File: src/rtl/usb_seq_pkg.sv
// Shared definitions for the FT245-style USB FIFO sequencer.
//   - seq_state_e : 4-bit FSM state encoding, also exported on state_out
//   - TAG_W, FIFO_DATA_W : report byte layout and FIFO bus width
//   - cnt_width() : width of the shared strobe/recovery down-counter
package usb_seq_pkg;

  localparam int TAG_W       = 4;
  localparam int FIFO_DATA_W = 8;

  typedef enum logic [3:0] {
    S_IDLE       = 4'd0,
    S_RD_STROBE  = 4'd1,
    S_RD_RECOVER = 4'd2,
    S_WR_WAIT    = 4'd3,
    S_WR_SETUP   = 4'd4,
    S_WR_STROBE  = 4'd5,
    S_WR_HOLD    = 4'd6,
    S_DONE       = 4'd7
  } seq_state_e;

  // The counter is loaded with (cycles - 1), so it must hold max-1.
  function automatic int cnt_width(input int a, input int b, input int c);
    int m;
    m = a;
    if (b > m) m = b;
    if (c > m) m = c;
    return (m <= 2) ? 1 : $clog2(m);
  endfunction

endpackage

File: src/rtl/usb_strobe_timer.sv
// Loadable down-counter timing the multi-cycle sequencer states.
//   clk, reset_n : clock, asynchronous active-low reset
//   load_i       : load load_val_i this cycle (takes priority over counting)
//   load_val_i   : value loaded; a state lasting N cycles loads N-1
//   expired_o    : counter is zero, i.e. this is the last cycle of the state
module usb_strobe_timer #(
  parameter int CNT_W = 2
) (
  input  logic             clk,
  input  logic             reset_n,
  input  logic             load_i,
  input  logic [CNT_W-1:0] load_val_i,
  output logic             expired_o
);

  logic [CNT_W-1:0] cnt_q;

  // NOTE: sequential state is always updated with non-blocking assignments so
  // every register samples pre-edge values, independent of block ordering.
  always_ff @(posedge clk or negedge reset_n) begin
    if (!reset_n) begin
      cnt_q <= '0;
    end else if (load_i) begin
      cnt_q <= load_val_i;
    end else if (cnt_q != '0) begin
      cnt_q <= cnt_q - 1'b1;
    end
  end

  assign expired_o = (cnt_q == '0);

endmodule

File: src/rtl/usb_fifo_sequencer.sv
// Sequencer for an FT245-style parallel USB FIFO.
//   Host->cube : reads one byte (rxf_n/rd_n) into cmd_data, handed to the
//                command decoder with cmd_valid/cmd_ready; no new read while
//                a byte is unconsumed.
//   Cube->host : on report_request, snapshots report_data and writes
//                NUM_GROUPS bytes {tag=k+1, group k} (txe_n/wr_n), then
//                pulses report_done.
//   All FIFO-side outputs (rd_n, wr_n, data_out, data_out_enable) are registers.
//   busy / state_out expose the FSM state for status and debug.
module usb_fifo_sequencer
  import usb_seq_pkg::*;
#(
  parameter int NUM_GROUPS    = 4,
  parameter int STROBE_CYCLES = 2,
  parameter int SETUP_CYCLES  = 1,
  parameter int HOLD_CYCLES   = 1
) (
  input  logic                    clk,
  input  logic                    reset_n,
  input  logic                    rxf_n,
  input  logic                    txe_n,
  input  logic [7:0]              data_in,
  output logic [7:0]              data_out,
  output logic                    data_out_enable,
  output logic                    rd_n,
  output logic                    wr_n,
  input  logic                    report_request,
  input  logic [4*NUM_GROUPS-1:0] report_data,
  output logic [7:0]              cmd_data,
  output logic                    cmd_valid,
  input  logic                    cmd_ready,
  output logic                    report_done,
  output logic                    busy,
  output logic [3:0]              state_out
);

  if (NUM_GROUPS < 1 || NUM_GROUPS > 15 || STROBE_CYCLES < 1 ||
      SETUP_CYCLES < 1 || HOLD_CYCLES < 1) begin : g_param_check
    $fatal(1, "usb_fifo_sequencer: illegal parameter set");
  end

  localparam int CNT_W = cnt_width(STROBE_CYCLES, SETUP_CYCLES, HOLD_CYCLES);
  localparam logic [CNT_W-1:0] STROBE_LD = CNT_W'(STROBE_CYCLES - 1);
  localparam logic [CNT_W-1:0] SETUP_LD  = CNT_W'(SETUP_CYCLES - 1);
  localparam logic [CNT_W-1:0] HOLD_LD   = CNT_W'(HOLD_CYCLES - 1);
  localparam logic [3:0]       LAST_K    = 4'(NUM_GROUPS - 1);

  seq_state_e                state_q;
  logic                      rd_n_q, wr_n_q, oe_q, done_q, cmd_valid_q;
  logic [FIFO_DATA_W-1:0]    data_out_q, cmd_data_q;
  logic [4*NUM_GROUPS-1:0]   snap_q;
  logic [3:0]                k_q;

  logic                      tmr_load, tmr_expired;
  logic [CNT_W-1:0]          tmr_val;

  // Report byte k: tag k+1 in the high nibble lets the host resynchronise.
  function automatic logic [7:0] report_byte(input logic [3:0] k,
                                             input logic [4*NUM_GROUPS-1:0] snap);
    logic [TAG_W-1:0] tag;
    tag = k + 4'd1;
    return {tag, snap[4*k +: 4]};
  endfunction

  usb_strobe_timer #(.CNT_W(CNT_W)) u_timer (
    .clk        (clk),
    .reset_n    (reset_n),
    .load_i     (tmr_load),
    .load_val_i (tmr_val),
    .expired_o  (tmr_expired)
  );

  // Timer reload on entry to each timed state; conditions mirror the FSM
  // transitions below.
  always_comb begin
    // NOTE: defaults first so no path leaves a signal unassigned (no latch).
    tmr_load = 1'b0;
    tmr_val  = '0;
    case (state_q)
      S_IDLE: begin
        if (!report_request && !rxf_n && !cmd_valid_q) begin
          tmr_load = 1'b1;
          tmr_val  = STROBE_LD;
        end
      end
      S_RD_STROBE: begin
        tmr_load = tmr_expired;
        tmr_val  = HOLD_LD;
      end
      S_WR_WAIT: begin
        tmr_load = !txe_n;
        tmr_val  = SETUP_LD;
      end
      S_WR_SETUP: begin
        tmr_load = tmr_expired;
        tmr_val  = STROBE_LD;
      end
      S_WR_STROBE: begin
        tmr_load = tmr_expired;
        tmr_val  = HOLD_LD;
      end
      default: ;
    endcase
  end

  always_ff @(posedge clk or negedge reset_n) begin
    if (!reset_n) begin
      state_q     <= S_IDLE;
      rd_n_q      <= 1'b1;
      wr_n_q      <= 1'b1;
      oe_q        <= 1'b0;
      done_q      <= 1'b0;
      data_out_q  <= '0;
      cmd_data_q  <= '0;
      cmd_valid_q <= 1'b0;
      snap_q      <= '0;
      k_q         <= '0;
    end else begin
      done_q <= 1'b0;
      // A capture can only start with cmd_valid low, so clear and set never
      // collide.
      if (cmd_valid_q && cmd_ready) cmd_valid_q <= 1'b0;

      case (state_q)
        S_IDLE: begin
          if (report_request) begin
            state_q    <= S_WR_WAIT;
            snap_q     <= report_data;
            k_q        <= '0;
            data_out_q <= report_byte(4'd0, report_data);
            oe_q       <= 1'b1;
          end else if (!rxf_n && !cmd_valid_q) begin
            state_q <= S_RD_STROBE;
            rd_n_q  <= 1'b0;
          end
        end
        S_RD_STROBE: begin
          if (tmr_expired) begin
            cmd_data_q  <= data_in;
            cmd_valid_q <= 1'b1;
            rd_n_q      <= 1'b1;
            state_q     <= S_RD_RECOVER;
          end
        end
        S_RD_RECOVER: begin
          if (tmr_expired) state_q <= S_IDLE;
        end
        S_WR_WAIT: begin
          if (!txe_n) state_q <= S_WR_SETUP;
        end
        S_WR_SETUP: begin
          if (tmr_expired) begin
            wr_n_q  <= 1'b0;
            state_q <= S_WR_STROBE;
          end
        end
        S_WR_STROBE: begin
          if (tmr_expired) begin
            wr_n_q  <= 1'b1;
            state_q <= S_WR_HOLD;
          end
        end
        S_WR_HOLD: begin
          if (tmr_expired) begin
            if (k_q == LAST_K) begin
              oe_q    <= 1'b0;
              done_q  <= 1'b1;
              state_q <= S_DONE;
            end else begin
              k_q        <= k_q + 4'd1;
              data_out_q <= report_byte(k_q + 4'd1, snap_q);
              state_q    <= S_WR_WAIT;
            end
          end
        end
        S_DONE: begin
          state_q <= S_IDLE;
        end
        default: begin
          state_q <= S_IDLE;
        end
      endcase
    end
  end

  assign data_out        = data_out_q;
  assign data_out_enable = oe_q;
  assign rd_n            = rd_n_q;
  assign wr_n            = wr_n_q;
  assign cmd_data        = cmd_data_q;
  assign cmd_valid       = cmd_valid_q;
  assign report_done     = done_q;
  assign busy            = (state_q != S_IDLE);
  assign state_out       = state_q;

endmodule

File: config.mk
export PLATFORM = sky130hd
export DESIGN_NAME = usb_fifo_sequencer
export DESIGN_NICKNAME = d
export VERILOG_FILES = /design/src/rtl/usb_seq_pkg.sv /design/src/rtl/usb_strobe_timer.sv /design/src/rtl/usb_fifo_sequencer.sv
export SDC_FILE = /design/constraint.sdc
export NUM_CORES = 1
export LEC_CHECK = 0
export ABC_AREA = 1
export CAP_MARGIN = 20
export CORE_MARGIN = 2
export CORE_UTILIZATION = 54
export DETAILED_ROUTE_END_ITERATION = 10
export PLACE_DENSITY = 0.86
export SLEW_MARGIN = 40
export SYNTH_ARGS = -nofsm -noshare
export SYNTH_HDL_FRONTEND = slang
export SYNTH_HIERARCHICAL = 1
export SYNTH_SLANG_ARGS = --single-unit
File: constraint.sdc
create_clock -name clk -period 5.4 [get_ports clk]
set_clock_uncertainty 0.15 [all_clocks]
set_input_delay 0.81 -clock clk [delete_from_list [all_inputs] [get_ports clk]]
set_output_delay 0.81 -clock clk [all_outputs]
set_load 0.01 [all_outputs]
==> out/results.ini <==
[logic_synthesis]
synth_most_common_cell = nand2_1
synth_area_leaders = dfrtp_1 45%, nand2_1 17%, nand3_1 6.9%
synth_ff_type = dfrtp_1
ys_seq_area_share_pct = 47.37
yosysTopAreaCell = dfrtp_1
synth-seq-cells = 45
ys_top_cells_by_count = 105 x nand2_1, 43 x dfrtp_1, 33 x nand3_1
avgSynthCellArea_um2 = 7.862
async_flop_share_pct = 100.0
syn_nets = 335
synthCells = 303
synth_top_area_share_pct = 45.17
ys_warn_count = 6
yosysUniqueCellTypes = 27
synth_edf_count = 0
netlist_area_um2 = 2382

[die]
die_h_um = 70.42
row_count = 24
core_um2 = 4294
die_area_um2 = 4959
ios = 56
start_util_pct = 55.48
die_w_um = 70.42

[detailed_routing]
vias = 2083
dr.pass1.iters = 4
drc = 0
via_per_inst = 5.131
drt-wirelength-per-cell_um = 12.39
ant_nets = 0
drt-initial-drc-count = 239
wirelength_mm = 5.032

[clocking]
cts_tree = done
path_clk_slew_ns = 0.08
clkLatencyLatePin_ns = 0.30
cts_buffers = 5
cts-htree-levels = 2
postCtsHoldBufs = 0
cts_resized = 0
clockBufferDepth = 2
clockRootBuffer = clkbuf_8
clock-sinks = 45
post_cts_buffers = 0

[grt]
antenna_found_initial = 0
grt_pass1_wl_mm = 8.611
grt_usage_pct = 21.68
grt_overflow = 0
grt_max_degree = 46
grt_pass1_vias = 1947

[sta]
setup_slack_ns = 2.704
rsz0062_at_grt = no
maxSlewHeadroom_pct = 63.03
max_freq_ghz = 0.3709
final.min_clock_period_ns = 2.696
post-route-period-util_pct = 49.93
setup_tns_ns = 0
worstMarginPinSlew_ns = 0.5546
setup_viol = 0
hold_viol = 0
slew_violations = 0
timing.hold.ws_ns = 0.3242

[cells_and_area]
seqCellArea_um2 = 1129
fillCellCount = 341
antenna_cells = 0
drive_above_1_share_pct = 12.15
nNetsFinal = 385
stdcell_area_um2 = 3017
syn_to_final_growth_pct = 26.63
multi_input_area_um2 = 1035

[setup_path]
ff2ff_path_depth = 8
setup.worst_path.start_class = flip-flop
startpoint = state_out[2]$_DFFE_PN0P_
reg2reg_from = k_q[0]$_DFFE_PN0P_
cp-end-kind = primary output
cp_max_fo = 12
required_ns = 4.44
worst_ep_arrival_time_ns = 1.74
critical_path_class = reg -> out

[power]
p_clk_share_pct = 16.4
p_leak_uw = 0.001517
p_sw_share_pct = 40.83
pwr-share-seq_pct = 36.0
vdd_drop_max_uv = 361.1
internal_power_uw = 964.6
p_per_area_nw_per_um2 = 540.5
switchingPower_uw = 665.7
combPwrFrac_pct = 47.7

[run]
drv_cap = 0

[placement]
dpl_cell_area_um2 = 2900
hpwlAfterDp_mm = 3.650
place.gp.congestion = 0.9296
dp_slack_ns = 3.041
portBuffers = 54

[worst_hold_path]
hold_depth = 2
worstHoldStart = rd_n$_DFFE_PN1P_
hold_class = reg -> reg

[run_status]
status = finished, final reports clean

critical path: stages (launching register included):
cell	delay (ns)
dfrtp_1	0.68
inv_4	0.11
nand2_4	0.12
clkdlybuf4s50_1	0.54
final cells by class:
class                      count  share of cell area [%]
inverter                      35                   4.438
clock inverter                 1                  0.9954
timing repair buffer          54                   17.83
sequential                    45                   37.41
clock buffer                   7                   2.862
tap                           52                   2.157
multi-input combinational    212                   34.30
layer usage:
layer | vias up | GRT usage, % | share of wire, %
li1 | 1048 | - | -
met1 | 963 | 27.95 | 44
met4 | 0 | 5.983 | 1.6
met3 | 9 | 5.772 | 6.7
met5 | - | 0 | 0
met2 | 63 | 36.06 | 47
metrics by stage:
stage                     std cells  total power [µW]  utilization (%)
after CTS                       406              1639            70.25
after global placement          398              1352            67.48
after global routing            406              1762            70.25
after floorplan                 303              1115                -
after detailed placement        398              1369            67.54
final                           406              1630            70.25
power groups by stage:
stage	registers [µW]	logic (µW)	clock network, µW
global route	605	874	283
global placement	588	764	0
finish	586	777	267
CTS	586	782	271
floorplan	578	537	0
detailed placement	589	779	0
cell families after synthesis:
kind of cell	share of synthesized area (%)
simple gates	32.98
buf+inv	9.191
flops	47.37
compound gates	9.244
fa+ha+maj	1.050
other cells	0.1574
final timing paths:
path,slack [ns],endpoint
min in group asynchronous,0.34,snap_q[10]$_DFFE_PN0P_
max,2.70,busy
max reg2reg,3.09,data_out[7]$_DFFE_PN0P_
min,0.32,rd_n$_DFFE_PN1P_
max in group asynchronous,4.38,wr_n$_DFFE_PN1P_
min reg2reg,0.32,rd_n$_DFFE_PN1P_
state kept, by name (all words and copies together), names as in the netlist, 3 cells and up:
| signal | count |
|---|---|
| data_out | 8 |
| k_q | 4 |
| cmd_data | 8 |
| state_out | 3 |
| snap_q | 16 |
placed cells by master, fill, tap and decap left out, types with 3 or more instances in the layout:
| cell | n |
|---|---|
| dfrtp_1 | 43 |
| nand3_1 | 33 |
| nand4_1 | 3 |
| clkdlybuf4s50_1 | 53 |
| o21ai_1 | 5 |
| a21oi_1 | 10 |
| inv_1 | 29 |
| a21oi_2 | 9 |
| nor2_1 | 19 |
| o21ai_0 | 5 |
| nand2_1 | 105 |
| clkbuf_8 | 6 |
| inv_2 | 5 |
| o21ai_2 | 3 |
| nand2_2 | 4 |
| nor2_4 | 3 |
| nand2_4 | 4 |
(Power assumes the default switching activity.)
